===== src/rtl/l1_noc_out_arbiter.sv =====
// Two-requester round-robin arbiter that feeds the core's NoC packetizer from the
// I-cache (requester 0) and D-cache (requester 1) interfaces through one output register.
module l1_noc_out_arbiter #(
    parameter int MSG_BITS          = 4,
    parameter int ADDRESS_BITS      = 32,
    parameter int DATA_WIDTH        = 32,
    parameter int CACHE_OFFSET_BITS = 2,
    parameter int ID_BITS           = 2,
    parameter int CNT_BITS          = 16,
    localparam int CACHE_WIDTH      = DATA_WIDTH << CACHE_OFFSET_BITS
) (
    input  logic                    clock,
    input  logic                    reset,
    input  logic [MSG_BITS-1:0]     req0_msg_in,
    input  logic [ADDRESS_BITS-1:0] req0_address_in,
    input  logic [CACHE_WIDTH-1:0]  req0_data_in,
    input  logic [ID_BITS-1:0]      req0_dest_id,
    output logic                    req0_busy,
    input  logic [MSG_BITS-1:0]     req1_msg_in,
    input  logic [ADDRESS_BITS-1:0] req1_address_in,
    input  logic [CACHE_WIDTH-1:0]  req1_data_in,
    input  logic [ID_BITS-1:0]      req1_dest_id,
    output logic                    req1_busy,
    output logic [MSG_BITS-1:0]     pkt_msg_out,
    output logic [ADDRESS_BITS-1:0] pkt_address_out,
    output logic [CACHE_WIDTH-1:0]  pkt_data_out,
    output logic [ID_BITS-1:0]      pkt_dest_id,
    input  logic                    packetizer_busy,
    output logic                    last_grant,
    output logic [CNT_BITS-1:0]     req0_sent,
    output logic [CNT_BITS-1:0]     req1_sent
);

    localparam logic [CNT_BITS-1:0] CNT_ONE = {{(CNT_BITS-1){1'b0}}, 1'b1};

    logic out_valid_r;
    logic rr_ptr_r;
    logic valid0_s;
    logic valid1_s;
    logic consume_s;
    logic can_load_s;
    logic grant_s;
    logic grant_valid_s;
    logic accept0_s;
    logic accept1_s;

    assign valid0_s   = (req0_msg_in != {MSG_BITS{1'b0}});
    assign valid1_s   = (req1_msg_in != {MSG_BITS{1'b0}});
    assign consume_s  = out_valid_r & ~packetizer_busy;
    assign can_load_s = ~out_valid_r | consume_s;

    // Round-robin grant: rr_ptr only matters when both requesters are valid
    always_comb begin
        grant_s       = 1'b0;
        grant_valid_s = 1'b0;
        if (valid0_s && valid1_s) begin
            grant_s       = rr_ptr_r;
            grant_valid_s = 1'b1;
        end else if (valid1_s) begin
            grant_s       = 1'b1;
            grant_valid_s = 1'b1;
        end else if (valid0_s) begin
            grant_s       = 1'b0;
            grant_valid_s = 1'b1;
        end else begin
            grant_s       = 1'b0;
            grant_valid_s = 1'b0;
        end
    end

    // Gating with reset keeps both requesters held while the block is in reset
    assign accept0_s = reset & can_load_s & grant_valid_s & ~grant_s & valid0_s;
    assign accept1_s = reset & can_load_s & grant_valid_s &  grant_s & valid1_s;

    assign req0_busy = ~accept0_s;
    assign req1_busy = ~accept1_s;

    // Output register, tie pointer and last-grant tracking
    always_ff @(posedge clock or negedge reset) begin
        if (!reset) begin
            out_valid_r     <= 1'b0;
            rr_ptr_r        <= 1'b0;
            last_grant      <= 1'b0;
            pkt_msg_out     <= {MSG_BITS{1'b0}};
            pkt_address_out <= {ADDRESS_BITS{1'b0}};
            pkt_data_out    <= {CACHE_WIDTH{1'b0}};
            pkt_dest_id     <= {ID_BITS{1'b0}};
        end else if (accept0_s) begin
            out_valid_r     <= 1'b1;
            rr_ptr_r        <= 1'b1;
            last_grant      <= 1'b0;
            pkt_msg_out     <= req0_msg_in;
            pkt_address_out <= req0_address_in;
            pkt_data_out    <= req0_data_in;
            pkt_dest_id     <= req0_dest_id;
        end else if (accept1_s) begin
            out_valid_r     <= 1'b1;
            rr_ptr_r        <= 1'b0;
            last_grant      <= 1'b1;
            pkt_msg_out     <= req1_msg_in;
            pkt_address_out <= req1_address_in;
            pkt_data_out    <= req1_data_in;
            pkt_dest_id     <= req1_dest_id;
        end else if (consume_s) begin
            out_valid_r     <= 1'b0;
            pkt_msg_out     <= {MSG_BITS{1'b0}};
            pkt_address_out <= {ADDRESS_BITS{1'b0}};
            pkt_data_out    <= {CACHE_WIDTH{1'b0}};
            pkt_dest_id     <= {ID_BITS{1'b0}};
        end
    end

    // Per-requester accepted-message counters, wrapping naturally
    always_ff @(posedge clock or negedge reset) begin
        if (!reset) begin
            req0_sent <= {CNT_BITS{1'b0}};
            req1_sent <= {CNT_BITS{1'b0}};
        end else begin
            if (accept0_s) begin
                req0_sent <= req0_sent + CNT_ONE;
            end
            if (accept1_s) begin
                req1_sent <= req1_sent + CNT_ONE;
            end
        end
    end

endmodule


===== config.mk =====
export PLATFORM = sky130hd
export DESIGN_NAME = l1_noc_out_arbiter
export DESIGN_NICKNAME = d
export VERILOG_FILES = /design/src/rtl/l1_noc_out_arbiter.sv
export SDC_FILE = /design/constraint.sdc
export NUM_CORES = 1
export LEC_CHECK = 0
export ABC_CLOCK_PERIOD_IN_PS = 2580
export CAP_MARGIN = 0
export CORE_AREA = 2 2 206 208
export DETAILED_ROUTE_END_ITERATION = 8
export DIE_AREA = 0 0 208 210
export SLEW_MARGIN = 30
export SYNTH_ARGS = -nofsm -noshare
export SYNTH_HDL_FRONTEND = slang
export SYNTH_SLANG_ARGS = --single-unit

===== constraint.sdc =====
create_clock -name clock -period 2.58 [get_ports clock]
set_clock_uncertainty 0.2 [all_clocks]
set_input_delay 0.387 -clock clock [delete_from_list [all_inputs] [get_ports clock]]
set_output_delay 0.387 -clock clock [all_outputs]
set_load 0.01 [all_outputs]

==> impl_metrics.toml, run 1 <==
[drt]
viasPerCell = 4.55
drc = 0
ant_nets = 0
drtPass1Iterations = 4
drt-total-wl_um = 37400
wl_per_cell_um = 20.3
via_count = 8391
drtIter0Drc = 338

[critical_path]
cp-end-kind = "flip-flop"
cp_slowest_cell = "or4_4"
worstPathCellList = "clkdlybuf4s50_1, or4_4, buf_4, o21ai_1, mux2i_4, buf_12, mux2_1"
worst-setup-path-type = "in2reg"
max_stage_delay_ps = 570
crit_fanout = 84
critical_path_arrival_ps = 2760
cp_data_required_time_ps = 2780
crit_family = "buffers and inverters"
critPathLaunchType = "input pin"
cp_num_buf_inv = 3

[cts]
clkTransAtPathRegs_ps = 60
cts-root-buf = "clkbuf_16"
cts_tree = "yes"
cts_num_sinks = 201
cts_buffer_depth = 3
cts_buffers = 25
clkLatencyLatePin_ps = 520
htree_levels = 1

[power]
leakagePower_nw = 7.26
p_seq_share_pct = 36.7
netSwitchingFraction_pct = 28.2
ir_worst_vdd_mv = 0.388
powerDensity_nw_per_um2 = 659
switchingPower_mw = 3.09
power_frac_comb_pct = 31.0
clkPwrFrac_pct = 32.3
p_int_mw = 7.87

[sta]
slew_headroom_pct = 48.0
slew_violations = 0
grt_setup_unrepaired = "false"
fin_crit_sh_pct = 99.0
hold_viol_final = 0
setup_viol = 0
worst_pin_slew_ps = 780
period_needed_ps = 2550
fmax_ghz = 0.392

[job]
cap_violations = 0

[logic_synthesis]
syn_area_um2 = 9370
synth_nets = 1046
yosysWarnings = 0
syn_avg_cell_area_um2 = 13.2
ys_ff_latch = 201
synth_cells = 709
synth_cell_types = 35
synthArstFlopShare_pct = 100
synth.yosys.seq_area_share_pct = 53.7
ys.flop_type = "dfrtp_1"
synth_edf_count = 0

[grt]
grt_pass1_wl_um = 55700
grt_max_degree = 136
track_usage_pct = 16.5
antenna_found_initial = 10
grt_pass1_vias = 9004
grt-ovfl-total = 0

[cells_and_area]
fin_area_um2 = 16600
drive_above_1_share_pct = 12.0
final_core_util_pct = 40.1
final_nets = 1615
area_growth_pct = 77.6

[floorplanning]
dieArea_um2 = 43700
ios = 536
start_util_pct = 22.6
fp-row-count = 75
die_w_um = 208
core_um2 = 41500
die_height_um = 210

[placement]
place.port_buffers = 535
place.gp.congestion = 0.810
hpwl_um = 28900
place_area_um2 = 15800

[hold_path]
hp-class = "in2reg"

[status]
outcome = "complete, no violations"
per-layer routing:
| metal | GRT usage [%] | up-vias | routed length, um |
|---|---|---|---|
| met3 | 5.39 | 40 | 3060 |
| met2 | 29.3 | 373 | 19100 |
| met1 | 18.7 | 4144 | 14300 |
| met5 | 0 | - | 0 |
| li1 | - | 3834 | - |
| met4 | 5.23 | 0 | 979 |
final cells by class:
cell class                 count  area, um^2
sequential                   201        5030
tap                          539         674
antenna                        8        20.0
multi-input combinational    443        4070
clock inverter                11         114
inverter                       8        30.0
clock buffer                  34         719
timing repair buffer         599        5990
fill                        4026       24800
state kept, by name (all words and copies together), names as in the netlist:
| signal | count |
|---|---|
| req0_sent | 16 |
| pkt_data_out | 128 |
| req1_sent | 16 |
| pkt_dest_id | 2 |
| last_grant | 1 |
| out_valid_r | 1 |
| pkt_msg_out | 4 |
| rr_ptr_r | 1 |
| pkt_address_out | 32 |
power by group through the flow:
stage | Combinational (mW) | Sequential (mW) | Clock [mW]
after floorplan | 1.04 | 4.27 | 0
after global placement | 3.41 | 4.05 | 0
after detailed placement | 3.43 | 4.08 | 0
after CTS | 3.45 | 4.03 | 3.65
after global routing | 3.63 | 4.10 | 3.79
final | 3.40 | 4.03 | 3.54
worst register-to-register path: stages (launching register included):
cell	delay (ps)
dfrtp_2	440
a21bo_4	260
a211oi_4	240
buf_4	150
buf_4	210
buf_12	290
a22o_1	270
mux2_1	140
cells in the final DEF (no fill, tap or decap), types with 14 or more instances in the layout:
master / n
nand3_1: 14
buf_4: 49
a22o_1: 161
clkdlybuf4s50_1: 528
clkbuf_16: 25
nand2_1: 17
mux2_2: 41
mux2_1: 121
dfrtp_1: 200
xnor2_1: 23
worst paths after layout:
| check | slack (ps) | cells after the start | from | endpoint |
|---|---|---|---|---|
| max reg2reg | 320 | 7 | out_valid_r | pkt_data_out[42] |
| min reg2reg | 270 | 1 | req0_sent[15] | req0_sent[15] |
| max in group asynchronous | 1060 | 3 | reset | pkt_data_out[72] |
| min | 160 | 4 | reset | rr_ptr_r |
| max | 30 | 7 | req0_msg_in[2] | pkt_data_out[12] |
| min in group asynchronous | 470 | 3 | reset | pkt_msg_out[1] |
synthesized netlist by cell type, types with 2 or more instances:
| cell type | count | area, um^2 |
|---|---|---|
| nand4_1 | 10 | 62.6 |
| and2_1 | 4 | 25.0 |
| nand2_1 | 17 | 63.8 |
| ha_1 | 2 | 25.0 |
| clkbuf_1 | 15 | 56.3 |
| inv_1 | 7 | 26.3 |
| nor3_1 | 6 | 30.0 |
| buf_4 | 4 | 30.0 |
| and3_1 | 4 | 25.0 |
| nand3_1 | 14 | 70.1 |
| mux2_2 | 41 | 462 |
| xnor2_1 | 23 | 201 |
| o21ai_0 | 8 | 40.0 |
| a22o_1 | 161 | 1410 |
| nor2_1 | 3 | 11.3 |
| nor4_1 | 4 | 25.0 |
| mux2_1 | 121 | 1360 |
| a22oi_1 | 5 | 37.5 |
| and4_1 | 2 | 17.5 |
| buf_2 | 37 | 185 |
| dfrtp_1 | 201 | 5030 |
| xor2_1 | 7 | 61.3 |
cell families (layout without fill, tap and decap cells):
logic type               Yosys count  in the layout  synth area share [%]
AO/OA/AOI/OAI                    181            181                  16.6
XOR/XNOR                          30             30                  2.80
flip-flops                       201            201                  53.7
AND/OR/NAND/NOR                   67             67                  3.86
other                              0              8                     0
adder cells (fa/ha/maj)            2              2                 0.267
buffers and inverters             65            652                  3.26
multiplexers                     163            163                  19.6
repair_timing:
item                                   in CTS  in global routing
hold buffers                                2                  0
pin swaps                                   2                  1
setup endpoints to repair                   2                  2
buffers inserted                            2                  0
endpoints found under the hold margin     201                  0
gates resized for setup                     9                  3
per-stage QoR:
step           hold slack [ps]  power, mW  setup slack, ps  setup TNS, ps  cells
2_1_floorplan             -109       5.31              356              0    709
3_3_place_gp               266       7.46             -396         -55590   1786
3_5_place_dp               269       7.51             -425         -60900   1786
4_1_cts                    132       11.1             18.2              0   1835
5_1_grt                    148       11.5             6.83              0   1842
6_report                   158       11.0             26.1              0   1843
No activity file was read; power rests on OpenSTA's default activity.
==> run 2, diff against run 1 <==
--- a/config.mk
+++ b/config.mk
@@ -10,6 +10,7 @@
 export CORE_AREA = 2 2 206 208
 export DETAILED_ROUTE_END_ITERATION = 8
 export DIE_AREA = 0 0 208 210
+export PLACE_DENSITY_LB_ADDON = 0.25
 export SLEW_MARGIN = 30
 export SYNTH_ARGS = -nofsm -noshare
 export SYNTH_HDL_FRONTEND = slang
==> impl_metrics.toml, run 2 (synthesized netlist as in run 1, its figures left out) <==
[status]
outcome = "complete, no violations"

[power]
switchingPower_mw = 3.09
ir_worst_vdd_mv = 0.406
netSwitchingFraction_pct = 27.9
clkPwrFrac_pct = 33.3
p_seq_share_pct = 36.4
powerDensity_nw_per_um2 = 671
p_int_mw = 7.98
totalPowerFinal_mw = 11.1
power_frac_comb_pct = 30.3
leakagePower_nw = 7.17

[drt]
drc = 0
ant_nets = 0
drtPass1Iterations = 4
drtIter0Drc = 414
wl_per_cell_um = 20.2
via_count = 8210
viasPerCell = 4.51
drt-total-wl_um = 36800

[floorplanning]
start_util_pct = 22.6
fp-row-count = 75
die_w_um = 208
core_um2 = 41500
ios = 536
die_height_um = 210
dieArea_um2 = 43700

[grt]
track_usage_pct = 16.2
grt_pass1_vias = 8573
grt_max_degree = 111
grt_pass1_wl_um = 54900
grt-ovfl-total = 0
antenna_found_initial = 4

[cts]
clkLatencyLatePin_ps = 530
cts_tree = "yes"
cts_buffers = 26
cts_buffer_depth = 3
cts_num_sinks = 201
cts-root-buf = "clkbuf_16"
htree_levels = 1
clkTransAtPathRegs_ps = 60

[cells_and_area]
fill_cells = 4061
final_core_util_pct = 39.8
regMostFlops = "pkt_data_out"
fin_cells = 1819
final_cell_mix = "clkdlybuf4s50_1, dfrtp_1, a22o_1"
drive_above_1_share_pct = 10.6
reg_top3 = "pkt_data_out: 128 flops, pkt_address_out: 32 flops"
final_common_cell = "clkdlybuf4s50_1"
area_growth_pct = 76.0
final_nets = 1595
largest_reg_flops = 128

[placement]
hpwl_um = 27900
place.gp.congestion = 0.821
place.port_buffers = 535
dp_cells = 1767
pre_cts_ws_ps = -389

[hold_path]
hp-class = "in2reg"
worstHoldStart = "req0_data_in[115]"

[critical_path]
crit_start = "req0_msg_in[2]"
cp_data_required_time_ps = 1990
worst-setup-path-type = "in2out"
cp_slowest_cell = "or4_4"
crit_fanout = 3
cp_num_buf_inv = 3
critical_path_arrival_ps = 1900
max_stage_delay_ps = 570
reg2reg_slack_ps = 410
cp-end-kind = "output port"
critPathLaunchType = "input pin"
rr_startpoint = "out_valid_r"
worstPathCellList = "clkdlybuf4s50_1, or4_4, a211oi_4, inv_2, buf_2"
crit_family = "buffers and inverters"

[sta]
setup_tns_ps = 0
setup_ws_ps = 95.0
slew_violations = 0
fin_crit_sh_pct = 96.3
period_needed_ps = 2490
hold_viol_final = 0
fmax_ghz = 0.402
worst_pin_slew_ps = 653
setup_viol = 0
slew_headroom_pct = 56.5
grt_setup_unrepaired = "false"

[job]
cap_violations = 0
==> run 2: metrics by stage <==
stage	hold slack (ps)	area (um^2)
floorplan	-109	9370
global placement	263	15600
detailed placement	273	15600
CTS	232	16500
global route	269	16500
finish	276	16500
==> run 2: timing repair <==
action	in CTS	in global routing
pin swaps	2	0
hold buffers	1	0
endpoints found under the setup margin	2	2
resized for setup	7	4
buffers inserted	1	0
endpoints found under the hold margin	139	0
==> run 2: power by group through the flow <==
stage	clock (mW)	sequential [mW]	combinational (mW)
floorplan	0	4.27	1.04
global placement	0	4.07	3.39
detailed placement	0	4.09	3.40
CTS	3.84	4.04	3.41
global route	3.98	4.11	3.59
finish	3.68	4.03	3.36
==> run 2: final timing paths <==
check                                           end  cells after the start
min in group asynchronous              req0_sent[5]                      3
max in group asynchronous          pkt_data_out[61]                      4
worst min-delay path              pkt_data_out[115]                      3
worst max register to register  pkt_address_out[19]                      5
worst min register to register     pkt_data_out[95]                      1
worst max-delay path                      req1_busy                      5
==> run 2: per-layer routing <==
layer	wire length, um	GRT usage [%]	up-vias
li1	-	-	3796
met1	15200	20.1	4051
met2	18100	27.7	326
met3	2710	4.44	37
met4	770	4.79	0
met5	0	0	-
==> run 2: worst register-to-register path, delay by kind of cell (launching register included) <==
kind	cells	cell delay (ps)
AO/OA/AOI/OAI	2	620
buffers and inverters	1	520
flip-flops	1	430
multiplexers	1	130
AND/OR/NAND/NOR	1	210
==> run 2: cell type report <==
class	instances	area [um^2]	share of cell area (%)
inverters	8	30.0	0.182
clock inverters	6	80.1	0.485
clock buffers	40	795	4.81
flip-flops and latches	201	5030	30.5
diodes	4	10.0	0.0607
repair buffers	578	5820	35.3
multi-input cells	443	4060	24.6
well taps	539	674	4.09
==> run 3, diff against run 2 <==
--- a/config.mk
+++ b/config.mk
@@ -11,7 +11,7 @@
 export DETAILED_ROUTE_END_ITERATION = 8
 export DIE_AREA = 0 0 208 210
 export PLACE_DENSITY_LB_ADDON = 0.25
-export SLEW_MARGIN = 30
+export SLEW_MARGIN = 5
 export SYNTH_ARGS = -nofsm -noshare
 export SYNTH_HDL_FRONTEND = slang
 export SYNTH_SLANG_ARGS = --single-unit
==> impl_metrics.toml, run 3 (synthesized netlist as in run 1, its figures left out) <==
[placement]
dp_cells = 1767
place.gp.congestion = 0.821
hpwl_um = 27900
pre_cts_ws_ps = -389
place.port_buffers = 535

[power]
p_int_mw = 7.98
power_frac_comb_pct = 30.3
leakagePower_nw = 7.17
clkPwrFrac_pct = 33.3
powerDensity_nw_per_um2 = 671
switchingPower_mw = 3.10
p_seq_share_pct = 36.4
ir_worst_vdd_mv = 0.406
netSwitchingFraction_pct = 28.0

[sta]
slew_headroom_pct = 41.8
grt_setup_unrepaired = "false"
setup_ws_ps = 91.9
hold_viol_final = 0
worst_pin_slew_ps = 873
fmax_ghz = 0.402
slew_violations = 0
setup_viol = 0
fin_crit_sh_pct = 96.4
period_needed_ps = 2490

[cells_and_area]
reg_top3 = "pkt_data_out: 128 flops, pkt_address_out: 32 flops"
regMostFlops = "pkt_data_out"
final_common_cell = "clkdlybuf4s50_1"
fill_cells = 4061
drive_above_1_share_pct = 10.6
area_growth_pct = 76.0
fin_cells = 1819
largest_reg_flops = 128
final_nets = 1595
final_cell_mix = "clkdlybuf4s50_1, dfrtp_1, a22o_1"

[drt]
drt-total-wl_um = 36800
drc = 0
ant_nets = 0
drtPass1Iterations = 4
viasPerCell = 4.52
drtIter0Drc = 405
wl_per_cell_um = 20.2
via_count = 8215

[critical_path]
cp-end-kind = "output port"
worstPathCellList = "clkdlybuf4s50_1, or4_4, a211oi_4, inv_2, buf_2"
cp_num_buf_inv = 3
cp_data_required_time_ps = 1990
critical_path_arrival_ps = 1900
worstSetupPathDepth = 5
max_stage_delay_ps = 570
rr_endpoint = "pkt_data_out[62]"
crit_family = "buffers and inverters"
cp_slowest_cell = "or4_4"
reg2reg_slack_ps = 380
worst-setup-path-type = "in2out"
crit_fanout = 3
rr_startpoint = "out_valid_r"
critPathLaunchType = "input pin"
ff2ff_path_depth = 5

[hold_path]
hp-class = "in2reg"
worstHoldStart = "req0_data_in[115]"
holdPathEnd = "pkt_data_out[115]"
hold_depth = 3

[cts]
clkTransAtPathRegs_ps = 60
cts-root-buf = "clkbuf_16"
cts_tree = "yes"
clkLatencyLatePin_ps = 530
htree_levels = 1
cts_num_sinks = 201
cts_buffers = 26
cts_buffer_depth = 3

[grt]
grt_pass1_wl_um = 54900
grt_max_degree = 111
antenna_found_initial = 4
grt-ovfl-total = 0
grt_pass1_vias = 8573
track_usage_pct = 16.2

[floorplanning]
dieArea_um2 = 43700
start_util_pct = 22.6
fp-row-count = 75
core_um2 = 41500
ios = 536
die_w_um = 208
die_height_um = 210

[status]
outcome = "complete, no violations"

[job]
cap_violations = 0
[run 3: per-stage QoR]
step                      total power, mW  cell area [um^2]  util (%)  hold WS, ps  TNS, ps
final                                11.1             16500      39.8          276        0
after global routing                 11.7             16500      39.8          269        0
after CTS                            11.3             16500      39.7          232        0
after detailed placement             7.49             15600      37.6          273   -56440
after global placement               7.46             15600      37.6          263   -49350
after floorplan                      5.31              9370         -         -109        0
[run 3: layout make-up]
class	instances	area, um^2	share of cell area, %
repair buffers	578	5820	35.3
flip-flops and latches	201	5030	30.5
multi-input cells	443	4060	24.6
clock buffers	40	795	4.82
well taps	539	674	4.09
clock inverters	6	80.1	0.485
inverters	8	30.0	0.182
diodes	4	10.0	0.0607
[run 3: power groups by stage]
stage	registers (mW)	clock network (mW)	logic (mW)
after floorplan	4.27	0	1.04
after global placement	4.07	0	3.39
after detailed placement	4.09	0	3.40
after CTS	4.04	3.84	3.41
after global routing	4.11	3.98	3.59
final	4.03	3.68	3.36
[run 3: how the worst max path moves through the flow]
stage,from,end,slack [ps]
floorplan,req0_msg_in[0],pkt_data_out[100],360
global placement,req0_msg_in[3],req1_busy,-350
detailed placement,req0_msg_in[0],pkt_data_out[50],-390
CTS,out_valid_r,req0_busy,0.03
global route,req0_msg_in[2],req1_busy,40
finish,req0_msg_in[2],req1_busy,90
[run 3: metal layers]
| metal | part of all wire [%] | track usage, % | up-vias | wire length, um |
|---|---|---|---|---|
| met1 | 41 | 20.1 | 4050 | 15100 |
| met5 | 0 | 0 | - | 0 |
| li1 | - | - | 3796 | - |
| met3 | 7.7 | 4.44 | 37 | 2850 |
| met4 | 2.0 | 4.79 | 0 | 741 |
| met2 | 49 | 27.7 | 332 | 18200 |
[run 3: worst min-delay path, delay by kind of cell]
kind | cells | cell delay, ps
buffers and inverters | 1 | 450
AOI/OAI and AO/OA | 2 | 130
[run 3: timing repair]
item,CTS,global route
resized for setup,7,4
endpoints found under the hold margin,139,0
setup buffers,1,0
pin swaps,2,0
cloned,0,0
setup endpoints to repair,2,2
hold buffers,1,0
